`src/rtl/pipeif_fetch.sv`:
```
// Instruction-fetch stage and IF/ID pipeline register with MIPS single-delay-slot redirect
// handling over a variable-latency instruction memory.
module pipeif_fetch #(
    parameter logic [31:0] RESET_PC = 32'h0000_0000,
    parameter logic [31:0] NOP_INST = 32'h0000_0000
) (
    input  logic        clock,
    input  logic        resetn,
    input  logic [1:0]  pcsource,
    input  logic [31:0] bpc,
    input  logic [31:0] jpc,
    input  logic [31:0] da,
    input  logic        wpcir,
    input  logic [31:0] imem_rdata,
    input  logic        imem_ready,
    output logic [31:0] imem_addr,
    output logic        imem_req,
    output logic [31:0] pc,
    output logic [31:0] dpc4,
    output logic [31:0] inst,
    output logic        redirect_pend
);

    logic [31:0] pc_q, pc_d;
    logic [31:0] dpc4_q, dpc4_d;
    logic [31:0] inst_q, inst_d;
    logic        pend_q, pend_d;
    logic [31:0] pend_target_q, pend_target_d;

    logic [31:0] pc4;
    logic [31:0] tgt;
    logic        redir;
    logic        adv;

    always_comb begin
        pc4   = pc_q + 32'd4;
        redir = wpcir & (pcsource != 2'b00);
        adv   = wpcir & imem_ready;
        case (pcsource)
            2'b01:   tgt = bpc;
            2'b10:   tgt = da;
            2'b11:   tgt = jpc;
            default: tgt = pc4;
        endcase
    end

    always_comb begin
        pc_d          = pc_q;
        dpc4_d        = dpc4_q;
        inst_d        = inst_q;
        pend_d        = pend_q;
        pend_target_d = pend_target_q;

        if (adv) begin
            dpc4_d = pc4;
            inst_d = imem_rdata;
            // A fresh redirect makes the word just fetched its delay slot; otherwise a
            // pending redirect fires now that its delay slot has arrived.
            if (redir) begin
                pc_d = tgt;
            end else if (pend_q) begin
                pc_d   = pend_target_q;
                pend_d = 1'b0;
            end else begin
                pc_d = pc4;
            end
        end else if (wpcir) begin
            dpc4_d = pc4;
            inst_d = NOP_INST;
            if (redir) begin
                pend_target_d = tgt;
                pend_d        = 1'b1;
            end
        end
    end

    always_ff @(posedge clock or negedge resetn) begin
        if (!resetn) begin
            pc_q          <= RESET_PC;
            dpc4_q        <= 32'h0000_0000;
            inst_q        <= NOP_INST;
            pend_q        <= 1'b0;
            pend_target_q <= 32'h0000_0000;
        end else begin
            pc_q          <= pc_d;
            dpc4_q        <= dpc4_d;
            inst_q        <= inst_d;
            pend_q        <= pend_d;
            pend_target_q <= pend_target_d;
        end
    end

    assign imem_addr     = pc_q;
    assign imem_req      = resetn;
    assign pc            = pc_q;
    assign dpc4          = dpc4_q;
    assign inst          = inst_q;
    assign redirect_pend = pend_q;

endmodule
```
`config.mk`:
```
export PLATFORM = sky130hd
export DESIGN_NAME = pipeif_fetch
export DESIGN_NICKNAME = d
export VERILOG_FILES = /design/src/rtl/pipeif_fetch.sv
export SDC_FILE = /design/constraint.sdc
export NUM_CORES = 1
export LEC_CHECK = 0
export ABC_AREA = 1
export CORE_MARGIN = 2
export CORE_UTILIZATION = 30
export CTS_BUF_LIST = sky130_fd_sc_hd__clkbuf_4 sky130_fd_sc_hd__clkbuf_8
export DETAILED_ROUTE_END_ITERATION = 8
export PLACE_DENSITY = 0.59
export SYNTH_ARGS = -nofsm -noshare
export SYNTH_HDL_FRONTEND = slang
export SYNTH_SLANG_ARGS = --single-unit
export TNS_END_PERCENT = 20
```
`constraint.sdc`:
```
create_clock -name clock -period 1.72 [get_ports clock]
set_clock_uncertainty 0.2 [all_clocks]
set_input_delay 0.258 -clock clock [delete_from_list [all_inputs] [get_ports clock]]
set_output_delay 0.258 -clock clock [all_outputs]
set_load 0.05 [all_outputs]
```
* Word-level counts from Yosys, hierarchy flattened *
Cells that the tools add are included.
W data, S select, Z words.

storage, ports and cells
  bits in registers = 129
  output and inout port bits = 130
  word-level logic and storage cells = 29
  memory bits (read-only) = 0
  memories kept = 0
  RAM bits = 0
  bits in latches = 0

cells by class
  multiplexer cells = 11
  shifts and indexed selects = 0
  multipliers = 0
  add/subtract/negate cells = 1
  div/mod/pow operators = 0
  magnitude comparators = 0
  reduce and logical (&&, ||, !) cells = 5
  bitwise logic cells = 3
  equality and inequality tests = 4

operators with widths
  cell                     number
  $mux W32                 6
  $pmux W32 S3             1
  $add A32 B3 Y32 const B  1
  $reduce_and A3 Y1        2
  $reduce_bool A2 Y1       3
  $eq A2 B2 Y1 const B     2
  $mux W1                  4
  $and A1 B1 Y1            2
  $eq A2 B1 Y1 const B     1
  $ne A2 B2 Y1 const B     1
  $not A1 Y1               1

* Logic depth before layout (Yosys ltp) *
Gate-level depths: netlist (run 1).

  word-level depth = 5
  gate-level depth with buffers = 10
  depth with buffers taken out = 10

* Least setup slack after synthesis (run 1) *
No wires, ideal clock.

  path type = register -> register
  from = reg pc_q[2] (netlist: imem_addr[2])
  to = reg pc_q[28] (netlist: imem_addr[28])
  data arrival time = 1787 ps
  period minus slack after synthesis = 2109 ps
  stages on the path, launching flop included = 11
  path slack = -389 ps
  data required time = 1398 ps
  cells stage by stage = dfrtp_1 > ha_1 > nand2_1 > nor2_1 > nand2_2 > nor2_1 > nand2_1 > nand2_1 > nand3_1 > nand2_1 > a21oi_2

between the ends
  longest elaborated chain between the ends = 3

RTL lines
  element                                          RTL line  RTL
  start: declaration                               24        logic [31:0] pc_q, pc_d;
  start signal: assignment                         85        pc_q <= pc_d;
  $add A32 B3 Y32 (*)                              36        pc4 = pc_q + 32'd4;
  $pmux W32 S3 / $mux W32 (equally long branches)  39, 61
  $mux W32 (*)                                     59        if (redir) begin

Mark *: on every way between the ends. The rest lies on a longest branch, timed or not.
A chain may end at the register's enable or synchronous reset.

* Worst setup path after layout (run 1) *
  from = reg pc_q[3] (netlist: imem_addr[3])
  to = reg pc_q[16] (netlist: imem_addr[16])

The elaborated chain is that of the path after synthesis.

==> results.json, run 1 <==
{
  "netlist.area_leader.share": 0.466,
  "die-area_um2": 24300,
  "io_pins": 264,
  "end_kind": "flop",
  "root_buffer": "clkbuf_8",
  "cp_top_family": "simple AND/OR/NAND/NOR gates",
  "gp_congestion": 0.906,
  "yosysTopAreaCell": "dfrtp_1",
  "ant_nets": 0,
  "r2r_cells": 10,
  "dpl.hpwl_um": 19200,
  "ys_types": 33,
  "fillCellCount": 2048,
  "top_usage_layer": "met2",
  "fmax_mhz": 546,
  "status": "finished, violations left",
  "fp.dieW_um": 156,
  "powerDensity_nw_per_um2": 1110,
  "fin_nets": 1346,
  "cap_violations": 0,
  "start_util": 0.306,
  "post-route-min-period_ns": 1.83,
  "p_sw_w": 0.00540,
  "internal-power_w": 0.00790,
  "setup_viol": 23,
  "area_growth_pct": 72.7,
  "drtIter0Drc": 356,
  "wl_um": 25100,
  "cp-start-kind": "flop",
  "grt_max_degree": 94,
  "diodes": 0,
  "clkPwrFrac": 0.204,
  "vias_per_cell": 4.78,
  "grt_use_met1": 0.271,
  "drive_above_1_share": 0.280,
  "reg2reg_from": "imem_addr[3]$_DFFE_PN0P_",
  "vdd_drop_max_mv": 0.484,
  "tightest_slew_ns": 0.570,
  "gr-usage-all-layers": 0.208,
  "cts_tree": "done",
  "fin_crit_sh": 1.06,
  "num_vias": 7210,
  "worstHoldEndpoint": "imem_addr[3]$_DFFE_PN0P_",
  "holdPathStages": 4,
  "violations": "setup timing",
  "use_met2": 0.334,
  "port_buffers": 263,
  "netlist_area_um2": 6930,
  "min_path_type": "primary input to flop",
  "wire_per_inst_um": 16.6,
  "required_ns": 1.89,
  "finalNonFillerCells": 1509,
  "crit_chain": "ha_4 -> nand2_4 -> nor2_4 -> nand2_4 -> nor2_4 -> buf_6 -> nand2_4 -> nand3_2 -> nand2_1 -> a22oi_2",
  "startpoint": "imem_addr[3]$_DFFE_PN0P_",
  "die_h_um": 156,
  "timing_hold_violations_final": 0,
  "arrival_ns": 2.00,
  "clk_pin_slew_worst_paths_ns": 0.09,
  "yosysSeqAreaShare": 0.466,
  "path_max_fanout": 5,
  "gr-usage-met3": 0.0589,
  "ys_ff_latch": 129,
  "worstHoldStart": "wpcir",
  "slew_violations": 0,
  "timing.final.ws_setup_ns": -0.111,
  "synth_warnings": 0,
  "grt_antenna_before_repair": 0,
  "clkSinkCount": 129,
  "yosys-top-cells-area": "dfrtp_1, nand2_1, nor2_1",
  "dp.cells": 1473,
  "relSlewSlack": 0.620,
  "grt_pass1_vias": 7267,
  "htreeDepth": 4,
  "numCtsBuffers": 17,
  "cpMostUsedCell": "nand2_4",
  "clock_path_buffers": 2,
  "grt_first_pass_wirelength_um": 39200,
  "r2r_setup_slack_ns": -0.11,
  "clk_latency_ns": 0.46,
  "synthesis.instances": 899,
  "p_comb_frac": 0.497,
  "drc": 0,
  "cp_slowest_stage_delay_ns": 0.42,
  "total_leakage_power_nw": 5.55,
  "worstSetupPathType": "flop to flop",
  "r2r_end": "imem_addr[16]$_DFFE_PN0P_",
  "drt_first_pass_iters": 5,
  "seq_power_share": 0.299,
  "coreArea_um2": 22600,
  "rsz0062_at_grt": "yes",
  "worst_path_max_delay_cell": "dfrtp_2",
  "syn-num-nets": 1034,
  "row_count": 55,
  "worst-path-buf-inv": 1,
  "grt.overflow.total": 0,
  "synth.avg_cell_area_um2": 7.71,
  "final_util": 0.528,
  "switching_share": 0.406
}
[layout make-up]
class | instances | area, um^2 | share of cell area
inverter | 72 | 270 | 0.0226
clock inverter | 13 | 153 | 0.0128
tap | 285 | 357 | 0.0298
sequential | 129 | 3250 | 0.272
clock buffer | 19 | 255 | 0.0213
timing repair buffer | 370 | 4510 | 0.377
multi-input combinational | 621 | 3170 | 0.265
[through the flow]
stage                     TNS, ns  power [W]  hold slack, ns  setup slack [ns]  area [um^2]
after detailed placement   -24.63     0.0105          0.0766            -0.425        11400
final                       -1.12     0.0133          0.0483            -0.111        12000
after global routing        -5.30     0.0139          0.0709            -0.221        12000
after global placement     -21.17     0.0105          0.0770            -0.369        11400
after CTS                  -0.450     0.0133          0.0317           -0.0624        11800
after floorplan            -0.917    0.00717          -0.238           -0.0669         6970
[worst max-delay path by stage]
stage	endpoint	slack (ns)	cells after the start
floorplan	imem_addr[24]$_DFFE_PN0P_	-0.07	10
global placement	imem_addr[6]$_DFFE_PN0P_	-0.37	7
detailed placement	pend_target_q[6]$_DFFE_PN0P_	-0.43	7
CTS	imem_addr[26]$_DFFE_PN0P_	-0.06	9
global route	imem_addr[24]$_DFFE_PN0P_	-0.22	10
finish	imem_addr[16]$_DFFE_PN0P_	-0.11	10
[Yosys cell counts, drive strengths merged]
library cell and count:
o22ai 1, buf 55, xnor2 4, inv 71, mux2 3, nand3 64, ha 1, a21oi 55
nand2 253, clkinv 1, nor2 105, xor2 4, o21ai 57, a22oi 8, o21bai 1, nand4 1
a22o 35, o221ai 1, dfrtp 129, a31oi 22, a21boi 1, clkbuf 22, and2 2, o211ai 1
nor3 2
[logic make-up (layout without fill, tap and decap cells)]
kind of cell / Yosys count / in the layout / share of synthesized area
adders and majority gates: 1 / 1 / 0.00181
xor gates and xnor gates: 8 / 8 / 0.0101
AOI/OAI and AO/OA: 182 / 182 / 0.160
and+or+nand+nor: 427 / 427 / 0.254
muxes: 3 / 3 / 0.00488
DFF: 129 / 129 / 0.466
buffers and inverters: 149 / 474 / 0.103
[layer usage]
layer  part of all wire  up-vias
met5                  0        -
met4              0.015        0
met3              0.083       29
met2               0.47      286
met1               0.43     3353
li1                   -     3542
[state kept, by name, indices dropped and copies added, names as in the netlist]
name           cells
dpc4              32
imem_addr         32
inst              32
pend_target_q     32
redirect_pend      1
[worst register-to-register path: stages (launching register included)]
cell     delay, ns
dfrtp_2       0.42
ha_4          0.17
nand2_4       0.05
nor2_4        0.16
nand2_4       0.11
nor2_4        0.23
buf_6         0.14
nand2_4       0.04
nand3_2       0.06
nand2_1       0.06
a22oi_2       0.12
[cell usage in the layout, fill, tap and decap left out, types with 35 or more instances in the layout]
master / count
nor2_1: 88
a21oi_1: 51
nand3_1: 57
buf_12: 111
o21ai_0: 49
a22o_1: 35
buf_4: 121
inv_1: 67
clkdlybuf4s50_1: 131
dfrtp_1: 111
nand2_1: 238
[power groups by stage]
stage          combinational (W)  sequential [W]  clock, W
6_report                 0.00661         0.00398   0.00271
5_1_grt                  0.00698         0.00404   0.00291
4_1_cts                  0.00657         0.00397   0.00278
3_5_place_dp             0.00652         0.00402         0
3_3_place_gp             0.00648         0.00401         0
2_1_floorplan            0.00203         0.00515         0
[repair_timing]
| item | 4_1_cts | 5_1_grt |
|---|---|---|
| setup buffers | 1 | 2 |
| pin swaps | 3 | 13 |
| resized for setup | 14 | 35 |
| endpoints found under the setup margin | 35 | 58 |
| hold endpoints to repair | 129 | 0 |
| gates cloned | 0 | 0 |
| hold buffers | 1 | 0 |
(Power assumes the default switching activity.)
==> run 2: changes to the inputs <==
--- a/config.mk
+++ b/config.mk
@@ -8,7 +8,6 @@
 export ABC_AREA = 1
 export CORE_MARGIN = 2
 export CORE_UTILIZATION = 30
-export CTS_BUF_LIST = sky130_fd_sc_hd__clkbuf_4 sky130_fd_sc_hd__clkbuf_8
 export DETAILED_ROUTE_END_ITERATION = 8
 export PLACE_DENSITY = 0.59
 export SYNTH_ARGS = -nofsm -noshare
==> results.json, run 2 (synthesis results as in run 1) <==
{
  "port_buffers": 263,
  "drtIter0Drc": 351,
  "ant_nets": 0,
  "drt_first_pass_iters": 4,
  "wire_per_inst_um": 16.6,
  "coreArea_um2": 22600,
  "grt_antenna_before_repair": 0,
  "dpl.hpwl_um": 19200,
  "die_h_um": 156,
  "drive_above_1_share": 0.273,
  "multi_input_area_um2": 3140,
  "grt_max_degree": 94,
  "min_path_type": "primary input to flop",
  "timing.final.ws_setup_ns": -0.0666,
  "wl_um": 25000,
  "grt_first_pass_wirelength_um": 39100,
  "io_pins": 264,
  "fin_nets": 1345,
  "end_kind": "flop",
  "worstSetupPathType": "flop to flop",
  "htreeDepth": 4,
  "setup_viol": 15,
  "powerDensity_nw_per_um2": 1170,
  "final_cell_mix": "nand2_1, clkdlybuf4s50_1, buf_4",
  "clk_latency_ns": 0.42,
  "startpoint": "imem_addr[3]$_DFFE_PN0P_",
  "fin_crit_sh": 1.04,
  "arrival_ns": 1.93,
  "rsz0062_at_grt": "yes",
  "total_leakage_power_nw": 5.60,
  "p_total_w": 0.0142,
  "path_max_fanout": 5,
  "num_vias": 7187,
  "row_count": 55,
  "clkSinkCount": 129,
  "slew_violations": 0,
  "reg2reg_from": "imem_addr[3]$_DFFE_PN0P_",
  "diodes": 0,
  "required_ns": 1.87,
  "relSlewSlack": 0.624,
  "vias_per_cell": 4.77,
  "status": "finished, violations left",
  "clock_path_buffers": 2,
  "cap_violations": 0,
  "final_util": 0.534,
  "timing_hold_violations_final": 0,
  "post-route-min-period_ns": 1.79,
  "pre_cts_ws_ns": -0.425,
  "root_buffer": "clkbuf_16",
  "die-area_um2": 24300,
  "fmax_mhz": 560,
  "fp.dieW_um": 156,
  "final_common_cell": "nand2_1",
  "numCtsBuffers": 17,
  "gr-usage-all-layers": 0.207,
  "tns_ns": -0.491,
  "fillCellCount": 2045,
  "area_growth_pct": 74.6,
  "grt.overflow.total": 0,
  "start_util": 0.306,
  "cts_tree": "done",
  "gp_congestion": 0.906,
  "final-seq-area_um2": 3250,
  "drc": 0,
  "worstHoldStart": "wpcir",
  "hold_ws_ns": 0.0822,
  "cp-start-kind": "flop",
  "vdd_drop_max_mv": 0.775,
  "tightest_slew_ns": 0.565,
  "violations": "setup timing",
  "clk_pin_slew_worst_paths_ns": 0.06,
  "grt_pass1_vias": 7224
}
## run 2: cell count changes in the layout (fill, tap and decap cells not counted), moves of 4 or more
cell	delta
nor2_1	-4
clkbuf_8	-17
nand2_1	+4
clkbuf_16	+17
buf_6	-4
## run 2: critical path, cell delays in order (launching register included)
cell	delay (ns)
dfrtp_2	0.42
ha_4	0.16
nand2_2	0.06
nor2_4	0.15
nand2_2	0.14
nor2_4	0.18
nand3_1	0.11
nand3_1	0.12
nand2_1	0.06
a21oi_1	0.11
## run 2: final timing paths
path / slack, ns / depth (start not counted) / to
min in group asynchronous: 0.18 / 3 / imem_addr[0]$_DFFE_PN0P_
setup reg to reg: -0.07 / 9 / imem_addr[26]$_DFFE_PN0P_
hold / removal: 0.08 / 4 / imem_addr[3]$_DFFE_PN0P_
setup / recovery: -0.07 / 9 / imem_addr[26]$_DFFE_PN0P_
max in group asynchronous: 0.59 / 3 / imem_addr[2]$_DFFE_PN0P_
hold reg to reg: 0.29 / 2 / pend_target_q[5]$_DFFE_PN0P_
## run 2: where the power goes
part / internal (W) / total [W] / switching, W
sequential: 0.00353 / 0.00398 / 0.000445
clock: 0.00220 / 0.00365 / 0.00145
combinational: 0.00299 / 0.00659 / 0.00360
total: 0.00872 / 0.0142 / 0.00550
## run 2: metal layers
| layer | track usage | vias up | wire length (um) |
|---|---|---|---|
| met5 | 0 | - | 0 |
| met4 | 0.0642 | 0 | 455 |
| met3 | 0.0558 | 34 | 2070 |
| met2 | 0.335 | 275 | 11600 |
| met1 | 0.271 | 3340 | 10800 |
| li1 | - | 3538 | - |
## run 2: metrics by stage
| stage | cells | instance area, um^2 |
|---|---|---|
| 5_1_grt | 1508 | 12100 |
| 6_report | 1508 | 12100 |
| 3_3_place_gp | 1473 | 11400 |
| 3_5_place_dp | 1473 | 11400 |
| 4_1_cts | 1507 | 12000 |
| 2_1_floorplan | 899 | 6970 |
## run 2: final cells by class
class                   count  share of cell area
clock inverters            13              0.0126
multi-input cells         621               0.259
flip-flops and latches    129               0.268
clock buffers              19              0.0366
inverters                  72              0.0223
repair buffers            369               0.371
well taps                 285              0.0295
## run 2: timing repair
action / in CTS / in global routing
pin swaps: 3 / 8
buffers inserted: 1 / 1
endpoints found under the hold margin: 129 / 0
endpoints found under the setup margin: 25 / 47
hold buffers: 1 / 0
resized for setup: 8 / 28
gates cloned: 0 / 0
